--- config.mk ---
export PLATFORM = sky130hd
export DESIGN_NAME = tt_pfd
export DESIGN_NICKNAME = d
export VERILOG_FILES = /design/src/rtl/tt_pll_pkg.sv /design/src/rtl/tt_sync_edge.sv /design/src/rtl/tt_pfd.sv
export SDC_FILE = /design/constraint.sdc
export NUM_CORES = 1
export LEC_CHECK = 0
export ABC_AREA = 1
export ABC_CLOCK_PERIOD_IN_PS = 2000
export CAP_MARGIN = 10
export CORE_UTILIZATION = 55
export DETAILED_ROUTE_END_ITERATION = 7
export DONT_BUFFER_PORTS = 1
export PLACE_DENSITY_LB_ADDON = 0.15
export SLEW_MARGIN = 20
export SYNTH_ARGS = -nofsm -noshare
export SYNTH_HDL_FRONTEND = slang
export SYNTH_SLANG_ARGS = --single-unit
export TNS_END_PERCENT = 5
--- constraint.sdc ---
create_clock -name i_clk_gen -period 2 [get_ports i_clk_gen]
set_clock_uncertainty 0.05 [all_clocks]
set_input_delay 0.4 -clock i_clk_gen [delete_from_list [all_inputs] [get_ports i_clk_gen]]
set_output_delay 0.4 -clock i_clk_gen [all_outputs]
set_load 0.02 [all_outputs]
--- src/rtl/tt_pll_pkg.sv ---
// Shared types and default sizes for the PLL front end (phase detector and loop filter).
package tt_pll_pkg;

   typedef enum logic [1:0] {
      IDLE = 2'd0,
      UP   = 2'd1,
      DOWN = 2'd2
   } pfd_state_e;

   localparam int PFD_DIV_W_DEF    = 8;
   localparam int PFD_PULSE_W_DEF  = 8;
   localparam int PFD_LOCK_CNT_DEF = 16;

   // div_cnt followed by lock_cnt on the scan chain
   localparam int PFD_SCAN_LEN = PFD_DIV_W_DEF + $clog2(PFD_LOCK_CNT_DEF + 1);

endpackage

--- src/rtl/tt_sync_edge.sv ---
// Two-flop synchronizer for an asynchronous clock-like input, followed by a
// single-cycle rising-edge pulse.
module tt_sync_edge (
   input  logic i_clk_gen,
   input  logic i_rst,
   input  logic i_async,
   output logic o_rise
);

   // [0],[1] synchronizer stages, [2] previous synchronized value
   logic [2:0] sync_q;
   logic [2:0] sync_d;

   always_comb begin
      sync_d = {sync_q[1:0], i_async};
   end

   always_ff @(posedge i_clk_gen or posedge i_rst) begin
      if (i_rst) sync_q <= '0;
      else       sync_q <= sync_d;
   end

   assign o_rise = sync_q[1] & ~sync_q[2];

endmodule

--- src/rtl/tt_pfd.sv ---
// Phase-frequency detector feeding tt_lpf: up/down pulses from ref vs divided fb,
// lock detection, and div_cnt/lock_cnt exposed on a shift chain.
//
//   state | meaning
//   IDLE  | waiting for the next ref or divided fb edge
//   UP    | ref seen first, o_up high until fb edge or timeout
//   DOWN  | fb seen first, o_down high until ref edge or timeout
module tt_pfd
   import tt_pll_pkg::*;
#(
   parameter int DIV_W     = PFD_DIV_W_DEF,
   parameter int PULSE_W   = PFD_PULSE_W_DEF,
   parameter int PULSE_MAX = 200,
   parameter int LOCK_TOL  = 2,
   parameter int LOCK_CNT  = PFD_LOCK_CNT_DEF,
   parameter int LOCK_W    = $clog2(LOCK_CNT + 1)
) (
   input  logic             i_clk_gen,
   input  logic             i_rst,
   input  logic             i_ref,
   input  logic             i_fb,
   input  logic [DIV_W-1:0] i_div_ratio,
   output logic             o_up,
   output logic             o_down,
   output logic             o_locked,
   input  logic             i_scan_en,
   input  logic             i_scan_in,
   output logic             o_scan_out
);

   pfd_state_e          state_q, state_d;
   logic [DIV_W-1:0]    div_cnt_q, div_cnt_d;
   logic [PULSE_W-1:0]  pulse_cnt_q, pulse_cnt_d;
   logic [LOCK_W-1:0]   lock_cnt_q, lock_cnt_d;
   logic                locked_q, locked_d;

   logic                ref_rise, fb_rise;
   logic [DIV_W-1:0]    ratio_m1;
   logic                fb_wrap, fb_edge;
   logic                end_pulse, timeout, score, aligned;

   tt_sync_edge u_sync_ref (
      .i_clk_gen (i_clk_gen),
      .i_rst     (i_rst),
      .i_async   (i_ref),
      .o_rise    (ref_rise)
   );

   tt_sync_edge u_sync_fb (
      .i_clk_gen (i_clk_gen),
      .i_rst     (i_rst),
      .i_async   (i_fb),
      .o_rise    (fb_rise)
   );

   // >= rather than == so a ratio lowered below the running count wraps at once
   assign ratio_m1 = (i_div_ratio == '0) ? '0 : i_div_ratio - 1'b1;
   assign fb_wrap  = (div_cnt_q >= ratio_m1);
   assign fb_edge  = fb_rise & fb_wrap;

   always_comb begin
      state_d     = state_q;
      div_cnt_d   = div_cnt_q;
      pulse_cnt_d = pulse_cnt_q;
      lock_cnt_d  = lock_cnt_q;
      end_pulse   = 1'b0;
      timeout     = 1'b0;
      score       = 1'b0;
      aligned     = 1'b0;

      if (i_scan_en) begin
         state_d     = IDLE;
         pulse_cnt_d = '0;
         div_cnt_d   = {div_cnt_q[DIV_W-2:0], i_scan_in};
         lock_cnt_d  = {lock_cnt_q[LOCK_W-2:0], div_cnt_q[DIV_W-1]};
      end else begin
         if (fb_rise) div_cnt_d = fb_wrap ? '0 : div_cnt_q + 1'b1;

         case (state_q)
            IDLE: begin
               pulse_cnt_d = '0;
               if (ref_rise && fb_edge) begin
                  score   = 1'b1;
                  aligned = 1'b1;
               end else if (ref_rise) begin
                  state_d = UP;
               end else if (fb_edge) begin
                  state_d = DOWN;
               end
            end
            UP, DOWN: begin
               end_pulse   = (state_q == UP) ? fb_edge : ref_rise;
               timeout     = (pulse_cnt_q == PULSE_W'(PULSE_MAX - 1));
               pulse_cnt_d = (&pulse_cnt_q) ? pulse_cnt_q : pulse_cnt_q + 1'b1;
               if (end_pulse || timeout) begin
                  state_d     = IDLE;
                  pulse_cnt_d = '0;
                  score       = 1'b1;
                  // width is pulse_cnt_q + 1 cycles
                  aligned     = !timeout && (pulse_cnt_q < PULSE_W'(LOCK_TOL));
               end
            end
            default: begin
               state_d     = IDLE;
               pulse_cnt_d = '0;
            end
         endcase

         if (score) begin
            if (!aligned)                               lock_cnt_d = '0;
            else if (lock_cnt_q >= LOCK_W'(LOCK_CNT))   lock_cnt_d = LOCK_W'(LOCK_CNT);
            else                                        lock_cnt_d = lock_cnt_q + 1'b1;
         end
      end

      locked_d = (lock_cnt_d == LOCK_W'(LOCK_CNT));
   end

   always_ff @(posedge i_clk_gen or posedge i_rst) begin
      if (i_rst) begin
         state_q     <= IDLE;
         div_cnt_q   <= '0;
         pulse_cnt_q <= '0;
         lock_cnt_q  <= '0;
         locked_q    <= 1'b0;
      end else begin
         state_q     <= state_d;
         div_cnt_q   <= div_cnt_d;
         pulse_cnt_q <= pulse_cnt_d;
         lock_cnt_q  <= lock_cnt_d;
         locked_q    <= locked_d;
      end
   end

   // scan gating keeps the filter inputs quiet in the first shift cycle too
   assign o_up       = (state_q == UP)   & ~i_scan_en;
   assign o_down     = (state_q == DOWN) & ~i_scan_en;
   assign o_locked   = locked_q;
   assign o_scan_out = lock_cnt_q[LOCK_W-1];

endmodule
Word level (Yosys, flattened, before mapping). Index checks and enable logic that the tools add are counted.

Bits in registers: 30. Input bits: 14. Word-level logic and storage cells: 66. Output and inout port bits: 4.

$add $sub $neg: 4. Muxes and demuxes: 26. Bitwise gates (word level): 8. $lt $le $gt $ge: 3. Eq/ne operators: 8. Reductions and logical operators: 10.

Operators with widths (number): $mux 8 (8); $mux 5 (4); $add 8x1->8 const B (2); $mux 2 (5); $eq 8x8->1 const B (1); $ge 8x8->1 (1); $logic_not 8->1 (1); $lt 8x2->1 const B (1); $ne 4x4->1 const B (2); $reduce_and 8->1 (1); $sub 8x1->8 const B (1); $mux 1 (6); $ne 3x3->1 const B (2); $add 5x1->5 const B (1); $and 1x1->1 (5); $eq 5x5->1 const B (1); $ge 5x5->1 const B (1); $pmux 1 s2 (2); $pmux 2 s2 (1); $not 1->1 (3); $reduce_and 3->1 (1); $eq 2x1->1 const B (1); $eq 2x2->1 const B (1); $logic_and 1x1->1 (2); other kinds (5) (5).

Longest topological paths before layout. Gate-level depths: netlist of run 1.

Depth in word-level cells: 13. Depth in mapped cells: 24. Mapped depth without buffers: 24.

Modules after synthesis. Synthesis of run 1 repeated with hierarchy kept, for this count alone.

Cells, all modules: 275. Area total of the unflattened synthesis: 2057.0 µm².

Modules (own cells, without submodules): tt_pfd (area each 1879.3 µm², cells an instance 263, sequential area each 600.6 µm², instances 1); tt_sync_edge (area each 88.8 µm², cells an instance 6, sequential area each 75.1 µm², instances 2).

Worst setup path before layout of run 1. OpenSTA, ideal clock, no wires.

Kind: input to register. From: input i_div_ratio[0]. To: register locked_q (netlist: o_locked). Path buffers: 0. Arrival time: 2.785 ns. Path slack: -0.906 ns. Data required time: 1.879 ns. Stages on the path: 20. Setup time: 0.071 ns. Cells stage by stage: inv_1 ha_1 nand2_1 or2_2 nor3_1 inv_1 nand3_1 ha_1 a21o_1 nor2_2 nand3_4 nand3_4 nand2_2 nand2_2 nand2_4 nand3_1 nand2_1 a21oi_2 nand3_1 nor2_1.

Longest elaborated chain between the ends: 13. Elaborated cells between the ends (all ways): 19. Those cells by class: add/sub (1); order compare (1); eq/ne (1); mux (12); bitwise (1); reduce/logical (3).

RTL lines: from (decl) (RTL line tt_pfd.sv:22) `input logic [DIV_W-1:0] i_div_ratio,`; $sub 8x1->8 / $logic_not 8->1 (equally long branches) (RTL line tt_pfd.sv:57) `assign ratio_m1 = (i_div_ratio == '0) ? '0 : i_div_ratio - 1'b1;`; $mux 8 * (RTL line tt_pfd.sv:57); $ge 8x8->1 * (RTL line tt_pfd.sv:58) `assign fb_wrap = (div_cnt_q >= ratio_m1);`; $and 1x1->1 * (RTL line tt_pfd.sv:59) `assign fb_edge = fb_rise & fb_wrap;`; $mux 1 (RTL line tt_pfd.sv:92) `end_pulse = (state_q == UP) ? fb_edge : ref_rise;`; $logic_or 1x1->1 (RTL line tt_pfd.sv:95) `if (end_pulse || timeout) begin`; $mux 1 (RTL line tt_pfd.sv:95); $pmux 1 s2 (RTL line tt_pfd.sv:79) `case (state_q)`; $mux 1 (RTL line tt_pfd.sv:71) `if (i_scan_en) begin`; $mux 5 (RTL line tt_pfd.sv:110) `if (!aligned) lock_cnt_d = '0;`; $mux 5 * (RTL line tt_pfd.sv:109) `if (score) begin`; $mux 5 * (RTL line tt_pfd.sv:71); $eq 5x5->1 * (RTL line tt_pfd.sv:116) `locked_d = (lock_cnt_d == LOCK_W'(LOCK_CNT));`; named net locked_d (RTL line tt_pfd.sv:35) `logic locked_q, locked_d;`; to (signal assigned) (RTL line tt_pfd.sv:131) `locked_q <= locked_d;`; to (decl) (RTL line tt_pfd.sv:35).

The timed path passes the listed nets; every way through them passes the cells marked *. The select of a mux whose other input is x is not followed. A chain may end at the register's enable or synchronous reset.

Worst setup path after layout of run 1.
From: input i_div_ratio[1]. To: register state_q[0].

Longest elaborated chain between the ends: 8. Elaborated cells between the ends (all ways): 12. Those cells by class: add/sub (1); order compare (1); eq/ne (3); mux (2); bitwise (1); reduce/logical (4).

RTL lines: $sub 8x1->8 / $logic_not 8->1 (equally long branches) (RTL line tt_pfd.sv:57); $mux 8 * (RTL line tt_pfd.sv:57); $ge 8x8->1 * (RTL line tt_pfd.sv:58); $and 1x1->1 * (RTL line tt_pfd.sv:59); $mux 1 (RTL line tt_pfd.sv:92); $logic_or 1x1->1 (RTL line tt_pfd.sv:95); $ne 3x3->1 (no line); $reduce_and 3->1 (no line) *; to (signal assigned) (RTL line tt_pfd.sv:127) `state_q <= state_d;`; to (decl) (RTL line tt_pfd.sv:31) `pfd_state_e state_q, state_d;`.

Mark *: on every way between the ends. The rest lies on a longest branch, timed or not.

==> results of run 1 <==
[timing repair]
item	in CTS	in global routing
pin swaps	19	3
gates resized for setup	13	5
hold buffers	0	0
setup buffers	2	1
endpoints found under the setup margin	24	24
[cell usage after synthesis, drive strengths merged]
cell / n
nand2: 54
inv: 44
nor2: 31
dfrtp: 30
nand3: 20
a21oi: 19
ha: 17
o21ai: 12
nor3: 8
nand4: 6
or2: 4
xor2: 4
o211ai: 3
a211oi: 2
clkbuf: 2
o22ai: 2
xnor2: 2
a21o: 1
a22o: 1
a32o: 1
buf: 1
nand3b: 1
nor4: 1
o21a: 1
[per-stage QoR]
stage / cells / cell area [sq um] / power [mW] / worst slack [ns] / utilization, %
finish: 343 / 2550 / 2.97 / -0.573 / 73.7
global route: 343 / 2550 / 3.20 / -0.746 / 73.7
CTS: 342 / 2530 / 2.96 / -0.525 / 73.0
detailed placement: 332 / 2340 / 2.13 / -0.911 / 67.5
global placement: 332 / 2340 / 2.09 / -0.877 / 67.5
floorplan: 267 / 2130 / 1.75 / -0.685 / -
[registers in the layout, indices dropped and copies added, names as in the netlist]
signal and count:
div_cnt_q 8, lock_cnt_q 5, o_locked 1, pulse_cnt_q 8
state_q 2, u_sync_fb.sync_q 3, u_sync_ref.sync_q 3
[cells by family (layout without fill, tap and decap cells)]
logic type                 count (synthesis)  after routing  synth area share [%]
and+or+nand+nor                          125            125                  30.3
buffers and inverters                     47             77                  8.56
AOI/OAI and AO/OA                         42             42                  12.2
DFF                                       30             30                  36.2
adders and majority gates                 17             17                  10.2
xor gates and xnor gates                   6              6                  2.53
[final timing paths]
kind                                      from             endpoint  cells after the start
max                             i_div_ratio[1]           state_q[0]                     18
min                                      i_rst         div_cnt_q[3]                      2
max reg2reg                       div_cnt_q[7]           state_q[0]                     11
min reg2reg                u_sync_fb.sync_q[0]  u_sync_fb.sync_q[1]                      0
max in group asynchronous                i_rst         div_cnt_q[7]                      2
min in group i_clk_gen                    i_fb  u_sync_fb.sync_q[0]                      0
[routing by layer]
layer / up-vias / routed length, um / global-route usage, % / share of wire, %
met3: 7 / 163 / 5.43 / 3.7
met5: - / 0 / 0 / 0
met1: 813 / 1960 / 29.8 / 45
met4: 0 / 75 / 10.2 / 1.7
li1: 928 / - / - / -
met2: 31 / 2160 / 39.6 / 50
[worst reg2reg max path, cell delays in order, from the launching register on]
cell,delay [ns]
dfrtp_1,0.41
ha_1,0.32
nand2_2,0.08
nor2_4,0.11
nand4_2,0.10
nand3_4,0.14
nand3_4,0.10
buf_4,0.15
buf_4,0.12
o211ai_1,0.31
buf_4,0.18
a21oi_1,0.05
[final cells by class]
cell class / count / area (sq um)
clock inverters: 2 / 60.1
well taps: 46 / 57.6
fillers: 283 / 913
repair buffers: 25 / 195
multi-input cells: 190 / 1220
flip-flops and latches: 30 / 751
inverters: 44 / 185
clock buffers: 6 / 82.6
[cell usage in the layout, fill, tap and decap left out, types with 2 or more instances in the layout]
cell type  count
nand2_1       45
inv_1         37
dfrtp_1       30
nor2_1        25
buf_4         23
nand3_1       16
ha_1          16
a21oi_1       12
nand2_2        7
a21oi_2        7
o21ai_0        6
nor3_1         6
clkbuf_8       6
inv_2          5
o21ai_1        5
nor2_2         4
xor2_1         4
nand4_1        4
nand3_4        3
o211ai_1       3
nor2_4         2
nand4_2        2
o22ai_1        2
or2_2          2
xnor2_1        2
nand2_4        2
a211oi_2       2
bufinv_16      2
buf_6          2
[where the power goes]
group          internal (mW)  leakage, nW  switching [mW]
clock network          0.531       0.0714           0.241
logic                  0.562        0.772           0.733
registers              0.759        0.376           0.147
==> flow_results.org, run 1 <==
** Final layout
- At the end of the flow, the number of nets in the layout was approximately 330.
- Area growth, synth to finish :: 23.1%
- 0 antenna diodes ended up in the layout.
- The post-route netlist has about 26% of its cells at a drive strength greater than 1.

** Placement
- Port buffer count :: 0
- At the end of routability-driven placement, the weighted congestion stood at 0.826.
- Hpwl dp :: 3090 um

** Setup path
- CP max-delay cell :: o211ai_1
- Cell with the most instances on the worst path :: buf_4
- Counting both buffers and inverters, the worst setup path holds a total of 4.
- Slowest Stage Delay on Critical Path :: a little over 0.3 ns
- Traced cell by cell, the critical path runs through inv_12 > ha_4 > nand2_2 > or2_4 > nor3_4 > a21oi_1 > o21ai_1 > ha_1 > nand2_2 > nor2_4 > nand4_2 > nand3_4 > nand3_4 > buf_4 > buf_4 > o211ai_1 > buf_4 > a21oi_1.
- Grouping stages by cell kind, the critical path spends the most delay in simple AND/OR/NAND/NOR gates.
- The critical path is of the in -> reg type.
- Data arrival time of the critical path :: roughly 2.7 ns
- Across all register-to-register paths, the minimum setup slack is -0.23 ns.
- The worst setup path is captured at a register.
- Crit start category :: input pin
- Of all nets on the critical path, the largest fanout is 4.
- Worst path required time :: 2.13 ns

** Logic synthesis
- Each instance of the synthesized netlist takes up on average 7.77 sq um.
- Synth top area cells :: dfrtp_1 (36%), ha_1 (10%), nand2_1 (8.7%), inv_1 (7.2%), nor2_1 (5.1%)
- In this run the cell area of the synthesized design comes to around 2100 sq um.
- The number of nets in the synthesized netlist is between 200 and 300.
- Summed over all instances, the cell type with the most area after synthesis is dfrtp_1.
- Synthesis produced a netlist whose cell count is 267.
- Yosys synthesis warning count :: 0
- The top cell type by area accounts for 36.2% of the synthesized area.
- The share of the Yosys chip area taken by registers is 36.2%.
- The netlist uses 35 different library cells.
- Synthesis inferred 30 register bits.

** GRT
- Vias in the first global route :: 1754
- Largest net degree at the start of global routing :: 31
- The first global-routing pass estimated ~7400 um of wire.
- Overall fraction of global-route tracks in use :: a little under a quarter
- Initial antenna violation count :: 0
- Total congestion overflow after global routing :: 0

** Drt
- Ratio of routed vias to standard cells :: around 5.2
- Detailed-route DRC error count :: 0
- The first TritonRoute pass finished after 4 iterations.
- In this run the remaining antenna-violating nets after routing total 0.
- In the final routed layout, each cell accounts on average for 12.7 um.
- The routed layout has 1779 vias.
- For this block, the initial DRC count from the detailed router was roughly 120.
- Wires add up to 4350 um.

** STA
- Final min period :: ~2.6 ns
- The worst pin sits at a relative slew slack of 71.2%.
- The hold violation total from the final report came to 0.
- Summed over all failing endpoints, the final setup total negative slack is -8.76 ns.
- Setup repair after global routing could not meet its margin everywhere.
- After layout, the worst path uses 129% of the clock period.
- Max frequency :: 389 MHz
- Worst hold slack after final layout :: 0.0130 ns
- Fin. max-slew vios :: 0
- For the pin with the worst max-slew slack, the measured transition is about 0.43 ns.
- Across all setup checks in the final design, the least slack found is -0.573 ns.
- Setup violators final :: 24

** Clock tree
- In this run, CTS created clock tree buffers numbering 5.
- Clk root buf :: clkbuf_8
- The H-tree was split into 2 levels.
- TritonCTS built the clock tree.
- Clock Path Buffers :: 2
- Worst-path clk slew :: 0.07 ns
- Number of clock sinks :: 30
- Clock latency of the later-clocked register in the worst-skew pair :: ~0.29 ns

** Pwr
- Dividing total power by cell area gives a power density of 1160 nW/um^2.
- IR analysis of the VDD net gives a maximum drop of 0.000509 V.
- Cell leakage power :: roughly 1.2 nW

** Die
- Core Region :: 3470 sq um
- For this configuration, the core starts out at a cell density of roughly three fifths.
- Row generation in the floorplan step produced 21 rows.
- Horiz. Die Dim :: 63.4 um
- From bottom edge to top edge, the die measures around 63 um.
- Number of top-level pins :: 18
- The floorplan step defined a die boundary enclosing 4020 sq um.

** Worst hold path
- Worst min-delay path class :: in -> async

** Run status
- Result of the run :: finished, violations left
- The checks that failed: negative setup slack.

** Job
- Maximum capacitance violations :: 0
(Power assumes the default switching activity.)
==> run 2, diff against run 1 <==
--- a/config.mk
+++ b/config.mk
@@ -8,7 +8,9 @@
 export ABC_AREA = 1
 export ABC_CLOCK_PERIOD_IN_PS = 2000
 export CAP_MARGIN = 10
-export CORE_UTILIZATION = 55
+export CELL_PAD_IN_SITES_DETAIL_PLACEMENT = 1
+export CELL_PAD_IN_SITES_GLOBAL_PLACEMENT = 1
+export CORE_UTILIZATION = 42
 export DETAILED_ROUTE_END_ITERATION = 7
 export DONT_BUFFER_PORTS = 1
 export PLACE_DENSITY_LB_ADDON = 0.15
==> run 2 against run 1 <==
The flow still finishes with violations (negative setup slack). Final cell count increased by 6.4%. Sequential share of layout area decreased by 0.70 points. Critical path depth increased by 3. Hold slack improved by 0.017 ns. Global-route usage decreased by 1.7 points.
==> flow_results.org, run 2 (same netlist as run 1, synthesis figures left out) <==
** Run status
- The run finished, with violations left.
- Violations in the final reports :: negative setup slack

** Clock tree
- Clock latency of the later-clocked register in the worst-skew pair :: 0.28 ns (about the same)
- Clock Path Buffers :: 2 (unchanged)
- Worst-path clk slew :: 0.07 ns (about the same)
- The number of levels the H-tree was split into came to 2 (unchanged).
- The count of clock tree sinks is 30 (unchanged).
- The post-cts hold buffer count came to 0 (unchanged).
- In this run the clock root is driven by a clkbuf_8.
- TritonCTS clock tree :: built
- The number of buffers created by CTS was 5 (unchanged).

** STA
- Fin. max-slew vios :: 0 (unchanged)
- RSZ-0062 raised after global routing :: yes
- The worst setup margin is -0.526 ns (+0.0464 ns).
- The portion of the clock cycle consumed by the worst path in the final layout was 126% (-2.3 points).
- The actual transition at the worst max-transition pin was 0.491 ns (+0.0600 ns).
- The maximum achievable frequency was 396 MHz (+1.8%).
- Headroom to the max-slew limit :: 67.1% (-4.1 points)
- The count of final setup violators is 24 (unchanged).
- Setup tns final :: -9.12 ns (-0.361 ns)
- Final min period :: 2.53 ns (-0.0464 ns)
- Hold Violations, Final :: 0 (unchanged)

** Drt
- The routed length per instance came to 14.2 um (+12%).
- Vias :: 1857 (+4.4%)
- Violation count after the first detailed-route iteration :: 55 (-56%)
- The iteration count of the initial detailed-routing pass is 4 (unchanged).
- The number of routed nets with antenna violations came to 0 (unchanged).
- Detailed-route DRC error count :: 0 (unchanged)
- The final routed wirelength across all metal layers is 5190 um (+19%).
- Ratio of routed vias to standard cells :: 5.09 (-1.9%)

** Job
- Maximum capacitance violations :: 0 (unchanged)

** Setup path
- The signal on the critical path passes through inv_12 > ha_4 > nand2_2 > or2_4 > nor3_4 > a21oi_1 > o21ai_1 > ha_1 > a21oi_2 > nor2_1 > nor2_2 > nand3_4 > nand3_4 > buf_6 > nand2_8 > nand2_4 > nand2_1 > nand3_1 > nand2_1 > nand3_1 > nor2_1.
- STA classifies the critical path endpoint as a register.
- Crit Path Class :: in -> reg
- The worst path buffer plus inverter count is 2 (-2).
- The critical path arrival was 2.66 ns (-0.04 ns).
- The slowest stage of the critical path is the ha_1 cell.
- Family with the most delay on the worst path :: simple AND/OR/NAND/NOR gates
- Peak fanout along the critical path :: 5 (+1)
- Slowest Stage Delay on Critical Path :: 0.27 ns (-0.04 ns)
- Crit start category :: input pin
- The critical path data required time is 2.13 ns (about the same).

** GRT
- Largest net degree at the start of global routing :: 31 (unchanged)
- Total congestion overflow after global routing :: 0 (unchanged)
- The routing usage on met1 is 26.6% (-3.2 points).
- Overall fraction of global-route tracks in use :: 22.3% (-1.7 points)
- Grt peak-use layer :: met2
- Met3 usage in global routing :: 3.33% (-2.1 points)
- The via count of the first global-routing pass came to 1965 (+12%).
- Met2 layer usage reported by global route :: 40.9% (+1.3 points)
- Wire length of the first global-routing pass :: 8850 um (+19%)
- Initial antenna violation count :: 0 (unchanged)

** Final layout
- The proportion of layout cells with a drive suffix above 1 is 28.9% (+2.9 points).
- The number of fill cells was 599 (+110%).
- The post-layout net count is 328 (+0.31%).
- The share of the core filled with cells is 55.1% (-19 points).
- Count of antenna diodes in the layout :: 0 (unchanged)
- Area growth, synth to finish :: 26.1%
- Footprint of the flip-flops and latches :: 751 sq um (unchanged)
- Leaving out fill and tap cells, the most frequent cells in the layout are nand2_1 (43), inv_1 (33), dfrtp_1 (30).
- Commonest non-fill, non-tap cell in the layout :: nand2_1
- Biggest registers after layout :: div_cnt_q: 8 flops, pulse_cnt_q: 8 flops, lock_cnt_q: 5 flops
- Combined area of the multi-input logic cells :: 1270 sq um (+3.7%)

** Die
- The I/O pin count was 18 (unchanged).
- Total Die Area :: 5230 sq um (+30%)
- Effective utilization at floorplan :: 43.7% (-16 points)
- The placement row count came to 25 (+19%).
- Core Region :: 4750 sq um (+37%)
- Die outline height :: 72.3 um (+14%)
- The overall die width came to 72.3 um (+14%).

** Pwr
- The total power divided by cell area was 1130 nW/um^2 (-2.8%).
- The leakage power total came to 1.22 nW (about the same).
- The peak supply drop came to 0.000471 V (-7.4%).

** Placement
- The total of buffers placed on input and output ports is 0 (unchanged).
- The estimated wirelength of the detail-placed design is 3990 um (+29%).
- Final RePlAce weighted congestion :: 0.778 (-5.8%)

** Worst hold path
- Worst min-delay path class :: in -> async
## run 2: changes by cell type in the layout (fill, tap and decap cells not counted), sizes merged
| cell | delta |
|---|---|
| clkinvlp | +2 |
| bufinv | -1 |
| buf | +1 |
| clkbuf | -1 |
## run 2: final cells by class
type,count,share of cell area [%]
Inverter,44,7.27
Sequential cell,30,28.7
Timing Repair Buffer,26,8.03
Clock inverter,3,1.72
Tap cell,67,3.20
Clock buffer,5,2.63
Multi-Input combinational cell,190,48.5
## run 2: where the power goes
part	switching [mW]	internal, mW
Clock	0.243	0.370
Sequential	0.143	0.759
Combinational	0.822	0.624
Total	1.21	1.75
## run 2: per-stage QoR
stage	instance area [sq um]	total power [mW]	worst slack (ns)	hold slack, ns	instances
after floorplan	2130	1.75	-0.685	0.281	267
after global placement	2370	2.14	-0.864	0.285	353
after detailed placement	2370	2.18	-1.00	0.286	353
after CTS	2600	2.96	-0.543	0.0366	365
after global routing	2620	3.20	-0.721	0.0625	365
final	2620	2.96	-0.526	0.0296	365
## run 2: worst paths after layout
check / slack, ns / end / cells past startpoint / start
setup / recovery: -0.53 / o_locked / 21 / i_div_ratio[0]
hold / removal: 0.03 / u_sync_ref.sync_q[0] / 2 / i_rst
setup reg to reg: -0.11 / o_locked / 14 / div_cnt_q[7]
hold reg to reg: 0.30 / u_sync_ref.sync_q[1] / 0 / u_sync_ref.sync_q[0]
max in group asynchronous: 1.58 / pulse_cnt_q[2] / 2 / i_rst
min in group i_clk_gen: 0.09 / u_sync_fb.sync_q[0] / 0 / i_fb
## run 2: layer usage
layer  share of wire [%]  vias to the layer above
li1                    -                      931
met1                  44                      903
met2                  53                       17
met3                 1.8                        6
met4                 1.3                        0
met5                   0                        -
## run 2: what timing repair did
item / 4_1_cts / 5_1_grt
endpoints found under the setup margin: 24 / 24
setup buffers: 4 / 0
gates cloned: 0 / 0
gates resized for setup: 28 / 6
pin swaps: 18 / 0
